<file path="src/rtl/vfiu_pkg.sv">
// Shared vFIU route definitions and the sender authorisation rule used by
// both the receive filter and gateway_recv.
package vfiu_pkg;

  localparam int unsigned ROUTE_BITS  = 14;
  localparam int unsigned SENDER_LSB  = 6;
  localparam int unsigned SENDER_MSB  = 9;
  localparam int unsigned SENDER_BITS = SENDER_MSB - SENDER_LSB + 1;

  typedef logic [ROUTE_BITS-1:0]  route_t;
  typedef logic [SENDER_BITS-1:0] sender_t;

  typedef enum logic [1:0] {
    IDLE = 2'd0,
    PASS = 2'd1,
    DROP = 2'd2
  } filt_state_t;

  // Sender 0 on either side is a wildcard (host-open or external sender).
  function automatic logic route_sender_ok(input route_t ctrl, input route_t route);
    sender_t a;
    sender_t i;
    a = ctrl[SENDER_MSB:SENDER_LSB];
    i = route[SENDER_MSB:SENDER_LSB];
    return (i == a) || (a == '0) || (i == '0);
  endfunction

endpackage

</file>
<file path="src/rtl/vfiu_skid_buf.sv">
// Two-entry skid buffer: registered output slot plus one overflow entry,
// with a registered input ready so nothing upstream sees a comb path from out_ready.
module vfiu_skid_buf #(
  parameter int unsigned W = 8
) (
  input  logic         clk,
  input  logic         rst,
  input  logic [W-1:0] in_data_i,
  input  logic         in_valid_i,
  output logic         in_ready_o,
  output logic [W-1:0] out_data_o,
  output logic         out_valid_o,
  input  logic         out_ready_i
);

  logic [W-1:0] out_data_q, out_data_d;
  logic [W-1:0] skid_data_q, skid_data_d;
  logic         out_valid_q, out_valid_d;
  logic         skid_valid_q, skid_valid_d;
  logic         in_ready_q, in_ready_d;
  logic         in_fire;

  assign in_fire = in_valid_i & in_ready_q;

  always_comb begin
    out_data_d   = out_data_q;
    out_valid_d  = out_valid_q;
    skid_data_d  = skid_data_q;
    skid_valid_d = skid_valid_q;
    if (!out_valid_q || out_ready_i) begin
      // Output slot frees up: refill from skid first to keep beat order.
      if (skid_valid_q) begin
        out_data_d   = skid_data_q;
        out_valid_d  = 1'b1;
        skid_valid_d = 1'b0;
      end else if (in_fire) begin
        out_data_d  = in_data_i;
        out_valid_d = 1'b1;
      end else begin
        out_valid_d = 1'b0;
      end
    end else if (in_fire) begin
      skid_data_d  = in_data_i;
      skid_valid_d = 1'b1;
    end
    in_ready_d = ~skid_valid_d;
  end

  always_ff @(posedge clk or posedge rst) begin
    if (rst) begin
      out_data_q   <= '0;
      skid_data_q  <= '0;
      out_valid_q  <= 1'b0;
      skid_valid_q <= 1'b0;
      in_ready_q   <= 1'b0;
    end else begin
      out_data_q   <= out_data_d;
      skid_data_q  <= skid_data_d;
      out_valid_q  <= out_valid_d;
      skid_valid_q <= skid_valid_d;
      in_ready_q   <= in_ready_d;
    end
  end

  assign in_ready_o  = in_ready_q;
  assign out_data_o  = out_data_q;
  assign out_valid_o = out_valid_q;

endmodule

</file>
<file path="src/rtl/vfiu_recv_filter.sv">
// vFIU receive-path sender filter: checks each packet's route on its first
// beat, forwards authorised packets and silently consumes the rest.
module vfiu_recv_filter
  import vfiu_pkg::*;
#(
  parameter int unsigned DATA_BITS  = 512,
  parameter int unsigned ROUTE_BITS = vfiu_pkg::ROUTE_BITS,
  parameter int unsigned CNT_BITS   = 32
) (
  input  logic                    aclk,
  input  logic                    areset,
  input  logic [ROUTE_BITS-1:0]   route_ctrl,
  input  logic                    clear_cnt,
  input  logic [DATA_BITS-1:0]    s_axis_tdata,
  input  logic [DATA_BITS/8-1:0]  s_axis_tkeep,
  input  logic                    s_axis_tlast,
  input  logic [ROUTE_BITS-1:0]   s_axis_troute,
  input  logic                    s_axis_tvalid,
  output logic                    s_axis_tready,
  output logic [DATA_BITS-1:0]    m_axis_tdata,
  output logic [DATA_BITS/8-1:0]  m_axis_tkeep,
  output logic                    m_axis_tlast,
  output logic [ROUTE_BITS-1:0]   m_axis_troute,
  output logic                    m_axis_tvalid,
  input  logic                    m_axis_tready,
  output logic [CNT_BITS-1:0]     pass_cnt,
  output logic [CNT_BITS-1:0]     drop_cnt,
  output logic                    route_err,
  output logic [SENDER_BITS-1:0]  err_sender
);

  localparam int unsigned KEEP_BITS = DATA_BITS / 8;
  localparam int unsigned PAY_BITS  = DATA_BITS + KEEP_BITS + 1 + ROUTE_BITS;

  filt_state_t             state_q;
  logic [ROUTE_BITS-1:0]   route_q;
  logic [CNT_BITS-1:0]     pass_cnt_q, pass_cnt_d;
  logic [CNT_BITS-1:0]     drop_cnt_q, drop_cnt_d;
  logic                    route_err_q;
  logic [SENDER_BITS-1:0]  err_sender_q;

  logic                    buf_in_ready;
  logic                    buf_in_valid;
  logic [PAY_BITS-1:0]     buf_in_data;
  logic [PAY_BITS-1:0]     buf_out_data;
  logic                    first_beat;
  logic                    beat_acc;
  logic                    sender_ok;
  logic                    pass_inc;
  logic                    drop_inc;

  // Ready depends only on registered state, never on this cycle's ok decision.
  assign s_axis_tready = (state_q == DROP) | buf_in_ready;
  assign beat_acc      = s_axis_tvalid & s_axis_tready;
  assign first_beat    = (state_q == IDLE);
  assign sender_ok     = route_sender_ok(route_t'(route_ctrl), route_t'(s_axis_troute));
  assign pass_inc      = beat_acc & first_beat & sender_ok;
  assign drop_inc      = beat_acc & first_beat & ~sender_ok;
  assign buf_in_valid  = s_axis_tvalid & ((first_beat & sender_ok) | (state_q == PASS));
  assign buf_in_data   = {s_axis_tdata, s_axis_tkeep, s_axis_tlast,
                          first_beat ? s_axis_troute : route_q};

  vfiu_skid_buf #(
    .W (PAY_BITS)
  ) u_skid (
    .clk         (aclk),
    .rst         (areset),
    .in_data_i   (buf_in_data),
    .in_valid_i  (buf_in_valid),
    .in_ready_o  (buf_in_ready),
    .out_data_o  (buf_out_data),
    .out_valid_o (m_axis_tvalid),
    .out_ready_i (m_axis_tready)
  );

  assign {m_axis_tdata, m_axis_tkeep, m_axis_tlast, m_axis_troute} = buf_out_data;

  // Packet-framing FSM; route is latched on the first beat for the whole packet.
  always_ff @(posedge aclk or posedge areset) begin
    if (areset) begin
      state_q <= IDLE;
      route_q <= '0;
    end else begin
      case (state_q)
        IDLE: begin
          if (beat_acc) begin
            route_q <= s_axis_troute;
            if (!s_axis_tlast) state_q <= sender_ok ? PASS : DROP;
          end
        end
        PASS, DROP: begin
          if (beat_acc && s_axis_tlast) state_q <= IDLE;
        end
        default: state_q <= IDLE;
      endcase
    end
  end

  // Saturating counters; a clear wins over a same-cycle event.
  always_comb begin
    pass_cnt_d = pass_cnt_q;
    drop_cnt_d = drop_cnt_q;
    if (clear_cnt) begin
      pass_cnt_d = '0;
      drop_cnt_d = '0;
    end else begin
      if (pass_inc && (pass_cnt_q != '1)) pass_cnt_d = pass_cnt_q + CNT_BITS'(1);
      if (drop_inc && (drop_cnt_q != '1)) drop_cnt_d = drop_cnt_q + CNT_BITS'(1);
    end
  end

  always_ff @(posedge aclk or posedge areset) begin
    if (areset) begin
      pass_cnt_q   <= '0;
      drop_cnt_q   <= '0;
      route_err_q  <= 1'b0;
      err_sender_q <= '0;
    end else begin
      pass_cnt_q  <= pass_cnt_d;
      drop_cnt_q  <= drop_cnt_d;
      route_err_q <= drop_inc;
      if (drop_inc) err_sender_q <= s_axis_troute[SENDER_MSB:SENDER_LSB];
    end
  end

  assign pass_cnt   = pass_cnt_q;
  assign drop_cnt   = drop_cnt_q;
  assign route_err  = route_err_q;
  assign err_sender = err_sender_q;

endmodule

</file>
<file path="config.mk">
export PLATFORM = sky130hd
export DESIGN_NAME = vfiu_recv_filter
export DESIGN_NICKNAME = d
export VERILOG_FILES = /design/src/rtl/vfiu_pkg.sv /design/src/rtl/vfiu_skid_buf.sv /design/src/rtl/vfiu_recv_filter.sv
export SDC_FILE = /design/constraint.sdc
export NUM_CORES = 2
export LEC_CHECK = 0
export CORE_AREA = 8 8 486 488
export CTS_CLUSTER_SIZE = 16
export DETAILED_ROUTE_END_ITERATION = 12
export DIE_AREA = 0 0 494 496
export GPL_ROUTABILITY_DRIVEN = 0
export PLACE_DENSITY = 0.41
export SYNTH_ARGS = -nofsm -noshare
export SYNTH_HDL_FRONTEND = slang
export SYNTH_SLANG_ARGS = --single-unit
</file>
<file path="constraint.sdc">
create_clock -name aclk -period 61.1 [get_ports aclk]
set_input_delay 18.33 -clock aclk [delete_from_list [all_inputs] [get_ports aclk]]
set_output_delay 18.33 -clock aclk [all_outputs]
set_load 0.1 [all_outputs]
</file>
==> run summary <==
Initial DRT Pass Iterations: 5
Clock transition at path regs: 0.06 ns
DR DRC count: 0
worst reg2reg setup slack: 54.86 ns
critical path arrival: 24.82 ns
Lkg Pwr: 0.0321 uW
synthesized instance count: 4,332
Sw Ratio: 49.6%
post-synthesis register bit count: 1,270
cells on worst reg2reg path: 11
Sinks on Clock Net: 1,270
FILL cells: 23,100
Avg WL per Cell: 24.0 um
Core Box Area: 229,000 um2
Final ANT Viol Nets: 0
unrepaired setup endpoints after global routing: no
DR vias: 37,800
drt via density: 4.34
RR Startpoint: state_q[0]
DP HPWL: 151,000 um
Pwr Density: 60.9 nW/um2
global-route wire length before repair: 297,000 um
initial core utilization: 24.4%
fraction of registers with async set/reset: 100%
commonest cells after routing, fill and taps aside: dfrtp_1, clkdlybuf4s50_1, nand2_1
Die Y: 496 um
PortBufs: 1,261
final setup fails: 0
status: complete, no violations
Logic pwr share: 50.0%
area of the die: 245,000 um2
kind of critical path: in -> reg
Worst-Margin Slew: 1.23 ns
sequential share of power: 29.4%
worst-case clock buffer depth: 3
final setup skew: 0.0350 ns
Boundary Pins: 1,272
largest family of logic cells by synthesized area: multiplexers
initial antenna violation count: 107
Pwr Total: 4610 uW
vias in the first global route: 38,900
synth unique cells: 60
post-synthesis compound-gate area fraction: 6.00%
Avg Cell Area, Syn: 12.9 um2
H-tree depth: 4
Rows: 176
CP Data Required Time: 61.73 ns
post-CTS setup buffer count: 0
fin. max-slew vios: 0
CP Launch Type: primary input
Simple-Gate Fraction of Synth Area: 6.54%
DRT iter0 DRCs: 1,706
warnings from Yosys: 0
GRT Residual Overflow: 0
Post-synth EDFFs: 0
Adder-Cell Fraction of Synth Area: 0.112%
Critical Path Start: s_axis_troute[6]
Net Count, Synth: 4,947
Worst Setup End Kind: register
end of the worst register-to-register path: u_skid.skid_data_q[276]
worst min path class: reg -> reg
peak supply drop: 0.0345 mV
Critical Path End: u_skid.skid_data_q[276]
Max Cap Viol: 0
fin crit period: 24.20 ns
Clk pwr share: 20.6%
final wirelength: 209,000 um
Mapped Area: 55,800 um2
Clock Latency Late Sink: 0.78 ns
proportion of synthesized area in mux cells: 25.4%
XOR/XNOR share of the synthesized area: 0.817%
Final TNS setup: 0 ns
final hold vios: 0
area grow syn2layout: 35.8%
sw power: 2290 uW
die width: 494 um
CTS tree: done
TritonCTS buffer count: 159
fin crit share: 39.6%
cell-internal power: 2320 uW
gr usage total: 16.4%
nets: 6,132
Max-slew headroom: 17.7%
Post-CTS Hold Buffers: 0
Worst Min Path Start: u_skid.out_data_o[451]
largest net degree at the start of global routing: 224
commonest non-fill, non-tap cell in the layout: dfrtp_1
ys flop type: dfrtp_1
fmax: 0.0413 GHz
share of layout cells above drive strength 1: 16.9%
CTS root buf: clkbuf_16
# resized after CTS: 0
critical-path maximum fanout: 140
Seq/Total Area, Yosys: 57.0%
==> cell type report <==
cell class | count | area (um2) | area share (%)
Inverter | 14 | 60.1 | 0.0793
Timing Repair Buffer | 1310 | 13000 | 17.2
Sequential cell | 1270 | 31800 | 42.0
Clock inverter | 39 | 482 | 0.636
Antenna cell | 35 | 87.6 | 0.116
Tap cell | 3026 | 3790 | 5.00
Clock buffer | 250 | 4800 | 6.35
Multi-Input combinational cell | 2762 | 21700 | 28.7
==> worst min path at each step <==
stage | end | cells after the start
after floorplan | u_skid.skid_data_q[583] | 1
after global routing | u_skid.out_data_o[126] | 2
final | u_skid.out_data_o[451] | 2
after detailed placement | err_sender[3] | 2
after global placement | u_skid.out_data_o[173] | 2
after CTS | u_skid.out_data_o[54] | 2
==> synthesized netlist by cell type, types with 3 or more instances <==
cell type	n	share of area, %
a21oi_1	37	0.33
a31o_2	3	0.047
and2_1	4	0.045
and3_1	13	0.15
and4_1	7	0.11
buf_12	44	1.6
buf_2	10	0.090
buf_4	68	0.92
buf_6	20	0.40
clkbuf_1	140	0.94
dfrtp_1	1270	57
ha_1	5	0.11
inv_1	14	0.094
mux2_2	173	3.5
mux2_4	420	11
mux2i_1	591	11
nand2_1	627	4.2
nand2b_1	4	0.045
nand3_1	32	0.29
nand4_1	30	0.34
nand4b_1	3	0.047
nor2_1	96	0.65
nor2b_1	6	0.067
nor3_1	11	0.099
nor3b_1	3	0.040
nor4_1	10	0.11
nor4b_1	3	0.047
o21ai_0	595	5.3
or4_1	4	0.054
xnor2_1	28	0.44
xor2_1	24	0.38
==> critical path, stage by stage <==
cell	delay, ns
clkdlybuf4s50_1	0.62
or4_1	0.64
nand2_1	0.14
o21a_1	0.12
o2111a_2	0.40
buf_12	0.58
buf_4	0.85
buf_4	0.82
buf_12	0.61
buf_4	0.88
mux2_4	0.36
==> registers in the layout, indices dropped and copies added (netlist names) <==
| signal | count |
|---|---|
| drop_cnt | 32 |
| err_sender | 4 |
| pass_cnt | 32 |
| route_err | 1 |
| route_q | 14 |
| state_q | 2 |
| u_skid.in_ready_o | 1 |
| u_skid.out_data_o | 591 |
| u_skid.out_valid_o | 1 |
| u_skid.skid_data_q | 591 |
| u_skid.skid_valid_q | 1 |
==> routing by layer <==
| layer | vias up | wire length (um) | share of wire (%) | GRT usage, % |
|---|---|---|---|---|
| met5 | - | 709 | 0.34 | 0 |
| met4 | 110 | 3950 | 1.9 | 3.04 |
| met3 | 331 | 23400 | 11 | 8.71 |
| met2 | 1130 | 94900 | 46 | 26.1 |
| met1 | 18700 | 85600 | 41 | 19.8 |
| li1 | 17500 | - | - | - |
==> power by group through the flow <==
stage	Clock [uW]	Combinational, uW	Sequential, uW
after floorplan	0	467	2590
after CTS	989	2330	1360
after global routing	1020	2410	1400
after global placement	0	2320	1360
final	951	2300	1360
after detailed placement	0	2330	1370
==> metrics by stage <==
step / instance area (um2) / cells / utilization [%] / hold WS [ns] / setup WS, ns
finish: 75700 / 8706 / 33.1 / 0.476 / 36.90
detailed placement: 70300 / 8382 / 30.8 / 0.467 / 36.03
global placement: 70300 / 8382 / 30.8 / 0.461 / 36.00
floorplan: 55800 / 4332 / - / 0.458 / 6.98
CTS: 75600 / 8671 / 33.1 / 0.482 / 36.90
global route: 75600 / 8675 / 33.1 / 0.492 / 36.68
==> cell families after synthesis <==
kind of cell,after synthesis
xor+xnor,52
buf+inv,300
mux,1186
fa+ha+maj,5
simple gates,867
compound gates,652
flops,1270
Note: power is estimated with default switching activity, not from simulation.
